[config.mk]
export PLATFORM = sky130hd
export DESIGN_NAME = yadro_equation_arbiter
export DESIGN_NICKNAME = d
export VERILOG_FILES = /design/src/rtl/yadro_equation_arbiter.sv
export SDC_FILE = /design/constraint.sdc
export NUM_CORES = 1
export LEC_CHECK = 0
export ABC_CLOCK_PERIOD_IN_PS = 6000
export BUFFER_PORTS_ARGS = -buffer_cell sky130_fd_sc_hd__buf_2
export CORE_AREA = 3 3 278 280
export DETAILED_ROUTE_END_ITERATION = 16
export DIE_AREA = 0 0 281 283
export GPL_ROUTABILITY_DRIVEN = 0
export PLACE_DENSITY = 0.45
export SLEW_MARGIN = 10
export SYNTH_ARGS = -nofsm -noshare
export SYNTH_HDL_FRONTEND = slang
export SYNTH_SLANG_ARGS = --single-unit
[constraint.sdc]
create_clock -name clk -period 6 [get_ports clk]
set_input_delay 0.3 -clock clk [delete_from_list [all_inputs] [get_ports clk]]
set_output_delay 0.3 -clock clk [all_outputs]
set_load 0.1 [all_outputs]
[src/rtl/yadro_equation_arbiter.sv]
// Round-robin front end sharing one pipelined yadro_equation datapath among N_REQ requesters.
// Optional sticky stale-result error output enabled by defining YADRO_ARB_ERR_EN.
module yadro_equation_arbiter #(
    parameter  int WIDTH     = 32,
    parameter  int N_REQ     = 4,
    parameter  int TAG_DEPTH = 8,
    localparam int ID_W      = $clog2(N_REQ)
) (
    input  logic                   clk,
    input  logic                   rst_n,
    input  logic [N_REQ-1:0]       req_vld,
    output logic [N_REQ-1:0]       req_rdy,
    input  logic [N_REQ*WIDTH-1:0] req_a,
    input  logic [N_REQ*WIDTH-1:0] req_b,
    input  logic [N_REQ*WIDTH-1:0] req_c,
    input  logic [N_REQ*WIDTH-1:0] req_d,
    output logic                   eq_arg_vld,
    output logic [WIDTH-1:0]       eq_a,
    output logic [WIDTH-1:0]       eq_b,
    output logic [WIDTH-1:0]       eq_c,
    output logic [WIDTH-1:0]       eq_d,
    input  logic                   eq_res_vld,
    input  logic [WIDTH-1:0]       eq_res,
    output logic                   rsp_vld,
    output logic [ID_W-1:0]        rsp_id,
    output logic [WIDTH-1:0]       rsp_res
`ifdef YADRO_ARB_ERR_EN
    ,
    output logic                   err
`endif
);
    localparam int PTR_W = $clog2(TAG_DEPTH);
    localparam int CNT_W = $clog2(TAG_DEPTH + 1);

    logic [ID_W-1:0]  rr_q, rr_d;
    logic [PTR_W-1:0] wr_ptr_q, wr_ptr_d, rd_ptr_q, rd_ptr_d;
    logic [CNT_W-1:0] cnt_q, cnt_d;
    logic [ID_W-1:0]  tag_q [TAG_DEPTH];
    logic [ID_W-1:0]  tag_d [TAG_DEPTH];
    logic             eq_vld_q, eq_vld_d;
    logic [WIDTH-1:0] eq_a_q, eq_a_d, eq_b_q, eq_b_d, eq_c_q, eq_c_d, eq_d_q, eq_d_d;
    logic             rsp_vld_q, rsp_vld_d;
    logic [ID_W-1:0]  rsp_id_q, rsp_id_d;
    logic [WIDTH-1:0] rsp_res_q, rsp_res_d;

    logic            found, xfer, pop;
    logic [ID_W-1:0] win, idx;

    // First requesting index at or after the RR pointer, wrapping around.
    always_comb begin
        found = 1'b0;
        win   = '0;
        idx   = '0;
        for (int k = 0; k < N_REQ; k++) begin
            idx = ID_W'((int'(rr_q) + k) % N_REQ);
            if (!found && req_vld[idx]) begin
                found = 1'b1;
                win   = idx;
            end
        end
    end

    // Grant is based on the registered count, so a same-cycle pop never unblocks a full FIFO.
    assign xfer = found && rst_n && (cnt_q < CNT_W'(TAG_DEPTH));
    assign pop  = eq_res_vld && (cnt_q != '0);

    always_comb begin
        req_rdy = '0;
        if (xfer) req_rdy[win] = 1'b1;
    end

    always_comb begin
        rr_d      = rr_q;
        wr_ptr_d  = wr_ptr_q;
        rd_ptr_d  = rd_ptr_q;
        cnt_d     = cnt_q;
        tag_d     = tag_q;
        eq_vld_d  = xfer;
        eq_a_d    = eq_a_q;
        eq_b_d    = eq_b_q;
        eq_c_d    = eq_c_q;
        eq_d_d    = eq_d_q;
        rsp_vld_d = pop;
        rsp_id_d  = rsp_id_q;
        rsp_res_d = rsp_res_q;
        if (xfer) begin
            tag_d[wr_ptr_q] = win;
            wr_ptr_d        = wr_ptr_q + PTR_W'(1);
            rr_d            = (win == ID_W'(N_REQ - 1)) ? '0 : win + ID_W'(1);
            eq_a_d          = req_a[int'(win)*WIDTH +: WIDTH];
            eq_b_d          = req_b[int'(win)*WIDTH +: WIDTH];
            eq_c_d          = req_c[int'(win)*WIDTH +: WIDTH];
            eq_d_d          = req_d[int'(win)*WIDTH +: WIDTH];
        end
        if (pop) begin
            rsp_id_d  = tag_q[rd_ptr_q];
            rsp_res_d = eq_res;
            rd_ptr_d  = rd_ptr_q + PTR_W'(1);
        end
        case ({xfer, pop})
            2'b10:   cnt_d = cnt_q + CNT_W'(1);
            2'b01:   cnt_d = cnt_q - CNT_W'(1);
            default: cnt_d = cnt_q;
        endcase
    end

    always_ff @(posedge clk or negedge rst_n) begin
        if (!rst_n) begin
            rr_q      <= '0;
            wr_ptr_q  <= '0;
            rd_ptr_q  <= '0;
            cnt_q     <= '0;
            for (int i = 0; i < TAG_DEPTH; i++) tag_q[i] <= '0;
            eq_vld_q  <= 1'b0;
            eq_a_q    <= '0;
            eq_b_q    <= '0;
            eq_c_q    <= '0;
            eq_d_q    <= '0;
            rsp_vld_q <= 1'b0;
            rsp_id_q  <= '0;
            rsp_res_q <= '0;
        end else begin
            rr_q      <= rr_d;
            wr_ptr_q  <= wr_ptr_d;
            rd_ptr_q  <= rd_ptr_d;
            cnt_q     <= cnt_d;
            tag_q     <= tag_d;
            eq_vld_q  <= eq_vld_d;
            eq_a_q    <= eq_a_d;
            eq_b_q    <= eq_b_d;
            eq_c_q    <= eq_c_d;
            eq_d_q    <= eq_d_d;
            rsp_vld_q <= rsp_vld_d;
            rsp_id_q  <= rsp_id_d;
            rsp_res_q <= rsp_res_d;
        end
    end

    assign eq_arg_vld = eq_vld_q;
    assign eq_a       = eq_a_q;
    assign eq_b       = eq_b_q;
    assign eq_c       = eq_c_q;
    assign eq_d       = eq_d_q;
    assign rsp_vld    = rsp_vld_q;
    assign rsp_id     = rsp_id_q;
    assign rsp_res    = rsp_res_q;

`ifdef YADRO_ARB_ERR_EN
    logic err_q, err_d;

    // A result with no outstanding tag is left over from before a reset.
    always_comb err_d = err_q | (eq_res_vld && (cnt_q == '0));

    always_ff @(posedge clk or negedge rst_n) begin
        if (!rst_n) err_q <= 1'b0;
        else        err_q <= err_d;
    end

    assign err = err_q;
`endif
endmodule

==> impl_table.tex, run 1 <==
\begin{tabular}{lr}
\hline
Metric & Value \\
\hline
\multicolumn{2}{l}{\textbf{Status}} \\
Run status & finished clean \\
\multicolumn{2}{l}{\textbf{CTS}} \\
Num Clock Sinks & 192 \\
Worst-skew pair later-pin latency & 480 ps \\
Clock buffers created by TritonCTS & 17 \\
Postcts setup bufs & 0 \\
TritonCTS clock tree & yes \\
Clock transition at the registers of the reported paths & 90 ps \\
Count of H-tree levels built during CTS & 4 \\
Max Buffers Root-to-Sink & 2 \\
CTS root buffer & sky130\_fd\_sc\_hd\_\_clkbuf\_16 \\
\multicolumn{2}{l}{\textbf{Logic synthesis}} \\
Unique cell type count in the Yosys netlist & 43 \\
Post-synthesis instance total & 1406 \\
Syn\_nets & 1966 \\
Netlist area before placement & 10900 um2 \\
Post-Syn Area per Cell & 7.76 um2 \\
Synthesis Warnings & 0 \\
Sequential cell area fraction in the yosys report & 44.0\% \\
Post-synthesis register bit count & 192 \\
\multicolumn{2}{l}{\textbf{STA}} \\
RSZ-0062 raised after global routing & no \\
Max-slew violation count & 0 \\
Setup Viol. Count Final & 0 \\
Aggregate negative setup slack & 0 ps \\
Hold WS & 68.2 ps \\
Share of the cycle needed by the critical path after routing & 56.1\% \\
Count of endpoints failing hold in the final timing report & 0 \\
Final critical path time including I/O delays and setup & 3370 ps \\
Max\_slew headroom & 36.9\% \\
Post-route clock skew & 11.2 ps \\
Achievable clock frequency & 297 MHz \\
Transition time at the pin with the least slew margin & 947 ps \\
\multicolumn{2}{l}{\textbf{Power}} \\
Leakage power & 8.97 nW \\
PnR Total Power & 9.87 mW \\
Power per standard cell area & 607 nW/um2 \\
Worst supply voltage drop on vdd & 0.339 mV \\
\multicolumn{2}{l}{\textbf{Critical path}} \\
Crit-path max FO & 94 \\
Crit Path Category & in2reg \\
Kind of end point of the critical path & flop \\
Data arrival, critical path & 3770 ps \\
Required time at the endpoint of the critical path & 6410 ps \\
CP Launch Type & primary input \\
\multicolumn{2}{l}{\textbf{Floorplan}} \\
Number of rows in the core area & 100 \\
Top-level port count & 719 \\
Standard cell core area & 74700 um2 \\
Die outline area & 79500 um2 \\
Die Width & 281 um \\
Vertical die dimension & 283 um \\
Effective utilization at floorplan & 14.6\% \\
\multicolumn{2}{l}{\textbf{Global route}} \\
First-pass GRT wire length & 75600 um \\
Largest net degree at the start of global routing & 146 \\
Initial antenna violation count & 6 \\
Global routing usage summed across all routing layers & 12.5\% \\
Overflow left after global routing & 0 \\
Vias in the first global route & 12400 \\
\multicolumn{2}{l}{\textbf{Route}} \\
Vias after detailed routing & 12400 \\
First-pass detailed-route iteration total & 6 \\
Residual DRC count & 0 \\
Number of DRC violations after detailed-routing iteration 0 & 508 \\
Sum of routed wire length over all layers & 51700 um \\
Per-cell via count in the routed design & 4.06 \\
Remaining antenna violation count & 0 \\
Routed wire per std cell & 16.9 um \\
\multicolumn{2}{l}{\textbf{Place}} \\
Number of port buffers & 718 \\
Post-detailed-placement half-perimeter wirelength & 38600 um \\
\# placed instances & 2996 \\
\multicolumn{2}{l}{\textbf{Cells and area}} \\
Fill cells & 8496 \\
Util after Layout & 21.8\% \\
Non-filler instance count after layout & 3061 \\
Share of post-route cells with drive strength above 1 & 37.7\% \\
Highest-count cells in the layout ignoring fill and taps & sky130\_fd\_sc\_hd\_\_buf\_2, sky130\_fd\_sc\_hd\_\_nand2\_1, sky130\_fd\_sc\_hd\_\_a21oi\_1 \\
NumNets Final & 2635 \\
Post-synthesis to final-layout area growth & 48.9\% \\
Leading cell type in the layout, fill and taps excluded & sky130\_fd\_sc\_hd\_\_buf\_2 \\
\multicolumn{2}{l}{\textbf{Worst hold path}} \\
Hold crit path type & in2reg \\
\multicolumn{2}{l}{\textbf{Job}} \\
Max\_cap viols & 0 \\
\hline
\end{tabular}
registers in the layout (all words and copies together) (netlist names), 2 cells and up:
register  count
rsp_id        2
wr_ptr_q      3
eq_d         32
eq_c         32
tag_q        16
cnt_q         4
eq_a         32
rd_ptr_q      3
eq_b         32
rsp_res      32
rr_q          2
layer usage:
metal | global-route usage, % | share of wire, % | vias up | wire [um]
met2 | 21.2 | 49 | 509 | 25100
met3 | 3.74 | 7.4 | 87 | 3830
met1 | 14.3 | 40 | 5777 | 20700
li1 | - | - | 6058 | -
met4 | 5.64 | 3.9 | 4 | 2010
met5 | 0 | 0.037 | - | 19
metrics by stage:
stage,worst slack (ps),area [um2]
6_report,2630,16300
5_1_grt,2340,16300
3_3_place_gp,2660,15300
4_1_cts,2560,16200
3_5_place_dp,2670,15300
2_1_floorplan,3400,10900
worst paths after layout:
check	from	endpoint	slack [ps]	cells past startpoint
worst max register to register	rr_q[1]	eq_a[10]	2870	7
worst min register to register	rsp_res[20]	rsp_res[20]	480	2
worst min-delay path	eq_res[25]	rsp_res[25]	70	3
worst max-delay path	rst_n	eq_c[12]	2630	9
max in group asynchronous	rst_n	eq_a[16]	4240	3
min in group asynchronous	rst_n	rsp_res[11]	450	2
synthesized netlist by cell type:
| cell | number | area share (%) |
|---|---|---|
| sky130_fd_sc_hd__a211o_1 | 128 | 10 |
| sky130_fd_sc_hd__a21boi_0 | 1 | 0.069 |
| sky130_fd_sc_hd__a21o_1 | 1 | 0.069 |
| sky130_fd_sc_hd__a21oi_1 | 257 | 12 |
| sky130_fd_sc_hd__a221o_1 | 1 | 0.092 |
| sky130_fd_sc_hd__a222oi_1 | 1 | 0.092 |
| sky130_fd_sc_hd__and2_1 | 4 | 0.23 |
| sky130_fd_sc_hd__buf_1 | 2 | 0.069 |
| sky130_fd_sc_hd__buf_2 | 60 | 2.8 |
| sky130_fd_sc_hd__buf_4 | 8 | 0.55 |
| sky130_fd_sc_hd__buf_6 | 5 | 0.52 |
| sky130_fd_sc_hd__buf_8 | 1 | 0.14 |
| sky130_fd_sc_hd__clkbuf_1 | 35 | 1.2 |
| sky130_fd_sc_hd__clkbuf_4 | 2 | 0.14 |
| sky130_fd_sc_hd__dfrtp_1 | 192 | 44 |
| sky130_fd_sc_hd__ha_1 | 9 | 1.0 |
| sky130_fd_sc_hd__inv_1 | 3 | 0.10 |
| sky130_fd_sc_hd__inv_2 | 2 | 0.069 |
| sky130_fd_sc_hd__inv_4 | 1 | 0.057 |
| sky130_fd_sc_hd__mux2_1 | 1 | 0.10 |
| sky130_fd_sc_hd__mux2_2 | 9 | 0.93 |
| sky130_fd_sc_hd__mux2i_1 | 3 | 0.28 |
| sky130_fd_sc_hd__mux4_2 | 4 | 0.83 |
| sky130_fd_sc_hd__nand2_1 | 634 | 22 |
| sky130_fd_sc_hd__nand3_1 | 1 | 0.046 |
| sky130_fd_sc_hd__nand3_2 | 1 | 0.092 |
| sky130_fd_sc_hd__nand3b_4 | 1 | 0.18 |
| sky130_fd_sc_hd__nand4_1 | 1 | 0.057 |
| sky130_fd_sc_hd__nand4b_1 | 2 | 0.16 |
| sky130_fd_sc_hd__nor2_1 | 3 | 0.10 |
| sky130_fd_sc_hd__nor2b_1 | 2 | 0.11 |
| sky130_fd_sc_hd__nor3_1 | 2 | 0.092 |
| sky130_fd_sc_hd__nor4_1 | 1 | 0.057 |
| sky130_fd_sc_hd__nor4b_1 | 2 | 0.16 |
| sky130_fd_sc_hd__o21ai_0 | 10 | 0.46 |
| sky130_fd_sc_hd__o21bai_1 | 1 | 0.069 |
| sky130_fd_sc_hd__o221ai_1 | 1 | 0.080 |
| sky130_fd_sc_hd__o31ai_1 | 1 | 0.069 |
| sky130_fd_sc_hd__o41ai_1 | 1 | 0.080 |
| sky130_fd_sc_hd__or3b_1 | 1 | 0.080 |
| sky130_fd_sc_hd__or4_4 | 1 | 0.10 |
| sky130_fd_sc_hd__xnor2_1 | 5 | 0.40 |
| sky130_fd_sc_hd__xor2_1 | 5 | 0.40 |
cell type report:
cell class	instances	area, um2	area share, %
Tap cell	969	1210	7.46
Clock inverter	15	191	1.18
Antenna cell	4	10.0	0.0616
Inverter	6	30.0	0.185
Sequential cell	192	4800	29.6
Timing Repair Buffer	763	4040	24.9
Multi-Input combinational cell	1095	5540	34.1
Clock buffer	17	425	2.62
timing repair:
| action | CTS | global route |
|---|---|---|
| hold buffers | 29 | 0 |
| resized for setup | 0 | 0 |
| endpoints found under the hold margin | 119 | 0 |
power by group:
| part | internal, mW | switching, mW |
|---|---|---|
| Combinational | 1.26 | 5.13 |
| Clock | 0.604 | 0.653 |
| Sequential | 1.85 | 0.366 |
cell families after synthesis:
| logic type | count (synthesis) | synth area share (%) |
|---|---|---|
| compound gates | 403 | 23.1 |
| buf+inv | 119 | 5.59 |
| simple gates | 656 | 23.3 |
| xor+xnor | 10 | 0.802 |
| mux | 17 | 2.13 |
| flops | 192 | 44.0 |
| fa+ha+maj | 9 | 1.03 |
worst max-delay path, stage by stage:
cell and delay, ps:
sky130_fd_sc_hd__dlygate4sd3_1 570, sky130_fd_sc_hd__buf_8 570, sky130_fd_sc_hd__nand3b_4 380, sky130_fd_sc_hd__inv_2 310, sky130_fd_sc_hd__nand3_4 560, sky130_fd_sc_hd__buf_12 460, sky130_fd_sc_hd__buf_4 240, sky130_fd_sc_hd__a21oi_1 130
sky130_fd_sc_hd__a211o_1 120
No activity file was read; power rests on OpenSTA's default activity.
==> run 2: changes to the inputs <==
--- a/config.mk
+++ b/config.mk
@@ -5,13 +5,14 @@
 export SDC_FILE = /design/constraint.sdc
 export NUM_CORES = 1
 export LEC_CHECK = 0
-export ABC_CLOCK_PERIOD_IN_PS = 6000
+export ABC_AREA = 1
+export ABC_CLOCK_PERIOD_IN_PS = 3200
 export BUFFER_PORTS_ARGS = -buffer_cell sky130_fd_sc_hd__buf_2
-export CORE_AREA = 3 3 278 280
+export CORE_AREA = 3 3 275 277
 export DETAILED_ROUTE_END_ITERATION = 16
-export DIE_AREA = 0 0 281 283
+export DIE_AREA = 0 0 278 280
 export GPL_ROUTABILITY_DRIVEN = 0
-export PLACE_DENSITY = 0.45
+export PLACE_DENSITY = 0.51
 export SLEW_MARGIN = 10
 export SYNTH_ARGS = -nofsm -noshare
 export SYNTH_HDL_FRONTEND = slang
==> constraint.sdc (replaced) <==
create_clock -name clk -period 3.2 [get_ports clk]
set_input_delay 0.16 -clock clk [delete_from_list [all_inputs] [get_ports clk]]
set_output_delay 0.16 -clock clk [all_outputs]
set_load 0.1 [all_outputs]
==> impl_table.tex, run 2 <==
\begin{tabular}{lr}
\hline
Metric & Value \\
\hline
\multicolumn{2}{l}{\textbf{Status}} \\
Run status & finished clean (unchanged) \\
\multicolumn{2}{l}{\textbf{Logic synthesis}} \\
Netlist area before placement & 14400 um2 (was 10900 um2) \\
Post-synthesis instance total & 2431 (was 1406) \\
Proportion of synthesized flip-flops having asynchronous set or reset & 100\% (unchanged) \\
Unique cell type count in the Yosys netlist & 29 (was 43) \\
EDFF count, synth & 0 (unchanged) \\
Most used DFF post-synth & sky130\_fd\_sc\_hd\_\_dfrtp\_1 (unchanged) \\
Sequential cell area fraction in the yosys report & 33.4\% (was 44.0\%) \\
Leading area contributor after synthesis & sky130\_fd\_sc\_hd\_\_dfrtp\_1 (unchanged) \\
Post-Syn Area per Cell & 5.92 um2 (was 7.76 um2) \\
Area share of the leading cell type in the synthesized netlist & 33.4\% (was 44.0\%) \\
List of most frequent post-synthesis cells & sky130\_fd\_sc\_hd\_\_nand2\_1, sky130\_fd\_sc\_hd\_\_inv\_1, sky130\_fd\_sc\_hd\_\_nand3\_1 (was sky130\_fd\_sc\_hd\_\_nand2\_1, sky130\_fd\_sc\_hd\_\_a21oi\_1, sky130\_fd\_sc\_hd\_\_dfrtp\_1) \\
Syn\_nets & 2991 (was 1966) \\
Synthesis Warnings & 0 (unchanged) \\
Dominant cell by count in the synthesized netlist & sky130\_fd\_sc\_hd\_\_nand2\_1 (unchanged) \\
Leading cell types by total area after synthesis & sky130\_fd\_sc\_hd\_\_dfrtp\_1, sky130\_fd\_sc\_hd\_\_nand2\_1, sky130\_fd\_sc\_hd\_\_nand3\_1 (was sky130\_fd\_sc\_hd\_\_dfrtp\_1, sky130\_fd\_sc\_hd\_\_nand2\_1, sky130\_fd\_sc\_hd\_\_a21oi\_1) \\
Post-synthesis register bit count & 192 (unchanged) \\
\multicolumn{2}{l}{\textbf{CTS}} \\
Num Clock Sinks & 192 (unchanged) \\
CTS root buffer & sky130\_fd\_sc\_hd\_\_clkbuf\_16 (unchanged) \\
Clock buffers created by TritonCTS & 17 (unchanged) \\
Count of H-tree levels built during CTS & 4 (unchanged) \\
Worst-skew pair later-pin latency & 480 ps (about the same) \\
Max Buffers Root-to-Sink & 2 (unchanged) \\
TritonCTS clock tree & yes (unchanged) \\
Clock transition at the registers of the reported paths & 80 ps (was 90 ps) \\
\multicolumn{2}{l}{\textbf{Route}} \\
Per-cell via count in the routed design & 4.17 (was 4.06) \\
Routed wire per std cell & 15.6 um (was 16.9 um) \\
Uppermost layer routed & met5 (unchanged) \\
First-pass detailed-route iteration total & 5 (was 6) \\
Number of DRC violations after detailed-routing iteration 0 & 782 (was 508) \\
Residual DRC count & 0 (unchanged) \\
Wire length on met3 & 3940 um (was 3830 um) \\
Met2 WL post-DR & 31300 um (was 25100 um) \\
Wire length on met1 & 26600 um (was 20700 um) \\
Sum of routed wire length over all layers & 63500 um (was 51700 um) \\
Remaining antenna violation count & 0 (unchanged) \\
Vias after detailed routing & 17000 (was 12400) \\
\multicolumn{2}{l}{\textbf{Floorplan}} \\
Vertical die dimension & 280 um (was 283 um) \\
Top-level port count & 719 (unchanged) \\
Die outline area & 77800 um2 (was 79500 um2) \\
Standard cell core area & 73100 um2 (was 74700 um2) \\
Die Width & 278 um (was 281 um) \\
Effective utilization at floorplan & 19.7\% (was 14.6\%) \\
Number of rows in the core area & 99 (was 100) \\
\multicolumn{2}{l}{\textbf{Critical path}} \\
Crit-path max FO & 22 (was 94) \\
Critical Path Start & rr\_q[0] (was rst\_n) \\
CP Launch Type & flop (was primary input) \\
Slowest cell on the critical path & sky130\_fd\_sc\_hd\_\_dfrtp\_1 (was sky130\_fd\_sc\_hd\_\_dlygate4sd3\_1) \\
Kind of end point of the critical path & output port (was flop) \\
Buf+Inv Stages, Crit Path & 4 (was 5) \\
Longest individual stage delay on the worst path & 450 ps (was 570 ps) \\
R2r startpoint & rr\_q[0] (was rr\_q[1]) \\
Data arrival, critical path & 2780 ps (was 3770 ps) \\
Worst reg-to-reg path cell count & 14 (was 7) \\
Crit Path Category & reg2out (was in2reg) \\
Critical path capture point & req\_rdy[1] (was eq\_c[12]) \\
CP Cell Sequence & buf\_4 > nand2\_1 > nand3\_1 > nand2\_2 > nor2\_4 > nand3\_2 > nand2\_8 > nand2\_8 > inv\_1 > ha\_1 > inv\_1 > nor2\_1 > buf\_12 (was dlygate4sd3\_1 > buf\_8 > nand3b\_4 > inv\_2 > nand3\_4 > buf\_12 > buf\_4 > a21oi\_1 > a211o\_1) \\
Reg-to-reg endpoint & eq\_a[19] (was eq\_a[10]) \\
Required time at the endpoint of the critical path & 3040 ps (was 6410 ps) \\
Critical Path Stages & 13 (was 9) \\
Cell family with the largest share of critical-path delay & simple AND/OR/NAND/NOR gates (was buffers and inverters) \\
Worst-case register-to-register setup slack & 440 ps (was 2870 ps) \\
\multicolumn{2}{l}{\textbf{STA}} \\
Aggregate negative setup slack & 0 ps (unchanged) \\
Max-slew violation count & 0 (unchanged) \\
RSZ-0062 raised after global routing & no (unchanged) \\
Transition time at the pin with the least slew margin & 994 ps (was 947 ps) \\
Final critical path time including I/O delays and setup & 2940 ps \\
Setup Viol. Count Final & 0 (unchanged) \\
Post-route clock skew & 15.8 ps (was 11.2 ps) \\
Max\_slew headroom & 33.4\% (was 36.9\%) \\
Count of endpoints failing hold in the final timing report & 0 (unchanged) \\
Share of the cycle needed by the critical path after routing & 91.8\% \\
Achievable clock frequency & 340 MHz \\
\multicolumn{2}{l}{\textbf{Cells and area}} \\
Fill cells & 8335 (was 8496) \\
Leading cell type in the layout, fill and taps excluded & sky130\_fd\_sc\_hd\_\_nand2\_1 (was sky130\_fd\_sc\_hd\_\_buf\_2) \\
NumNets Final & 3660 (was 2635) \\
Post-synthesis to final-layout area growth & 38.9\% (was 48.9\%) \\
Highest-count cells in the layout ignoring fill and taps & sky130\_fd\_sc\_hd\_\_nand2\_1, sky130\_fd\_sc\_hd\_\_buf\_2, sky130\_fd\_sc\_hd\_\_inv\_1 (was sky130\_fd\_sc\_hd\_\_buf\_2, sky130\_fd\_sc\_hd\_\_nand2\_1, sky130\_fd\_sc\_hd\_\_a21oi\_1) \\
Share of post-route cells with drive strength above 1 & 26.3\% (was 37.7\%) \\
\multicolumn{2}{l}{\textbf{Place}} \\
Number of port buffers & 718 (unchanged) \\
Post-detailed-placement half-perimeter wirelength & 47000 um (was 38600 um) \\
\multicolumn{2}{l}{\textbf{Global route}} \\
Overflow left after global routing & 0 (unchanged) \\
First-pass GRT wire length & 95300 um (was 75600 um) \\
Largest net degree at the start of global routing & 100 (was 146) \\
Vias in the first global route & 16400 (was 12400) \\
Global routing usage summed across all routing layers & 15.7\% (was 12.5\%) \\
Initial antenna violation count & 14 (was 6) \\
\multicolumn{2}{l}{\textbf{Worst hold path}} \\
Hold crit path type & in2reg (unchanged) \\
\multicolumn{2}{l}{\textbf{Job}} \\
Max\_cap viols & 0 (unchanged) \\
\hline
\end{tabular}
==> run 2: logic make-up after synthesis <==
family / count (synthesis) / synth area share [%]
DFF: 192 / 33.4
xor gates and xnor gates: 8 / 0.487
and+or+nand+nor: 1491 / 43.8
buffers and inverters: 690 / 20.0
muxes: 1 / 0.0783
adders and majority gates: 9 / 0.783
AOI/OAI and AO/OA: 40 / 1.52
==> run 2: worst min-delay path by stage <==
| stage | from | to | slack (ps) | cells after the start |
|---|---|---|---|---|
| detailed placement | rst_n | tag_q[5] | 360 | 2 |
| CTS | req_b[73] | eq_b[9] | 9 | 7 |
| finish | req_b[65] | eq_b[1] | 60 | 7 |
| global route | req_a[75] | eq_a[11] | 60 | 7 |
| global placement | rst_n | tag_q[5] | 360 | 2 |
| floorplan | rst_n | cnt_q[0] | -140 | 0 |
==> run 2: layout make-up <==
class	instances	area (um2)	area share [%]
sequential	192	4800	24.0
antenna	6	15.0	0.0751
clock buffer	17	425	2.13
clock inverter	15	168	0.839
timing repair buffer	801	4540	22.7
multi-input combinational	1551	6800	34.0
inverter	537	2020	10.1
tap	959	1200	6.01
==> run 2: repair_timing <==
item | in CTS | in global routing
endpoints found under the setup margin | 4 | 2
hold buffers | 33 | 0
hold endpoints to repair | 127 | 0
setup buffers | 2 | 8
pin swaps | 1 | 2
gates resized for setup | 0 | 2
cloned | 1 | 1
==> run 2: routing by layer <==
metal  up-vias  GRT usage (%)
met1      7766           18.8
li1       8587              -
met2       559           27.8
met5         -              0
met3        70           4.01
met4         6           4.58
==> run 2: worst min-delay path, delay by kind of cell <==
family,cells,cell delay [ps]
and+or+nand+nor,5,260
buffers and inverters,2,100
==> run 2: metrics by stage <==
step           instance area, um2  hold WS [ps]  setup slack (ps)  utilization [%]  instances
6_report                    20000          61.1               261             27.3       4078
5_1_grt                     20000          56.0              19.3             27.3       4074
4_1_cts                     19900          9.20               133             27.2       4063
3_5_place_dp                18900           356               475             25.9       3995
3_3_place_gp                18900           356               517             25.9       3995
2_1_floorplan               14400          -136              37.8                -       2431
Power of run 2 is not shown: default switching activity piles up to over one toggle a cycle in this logic, so the estimate is an artifact.
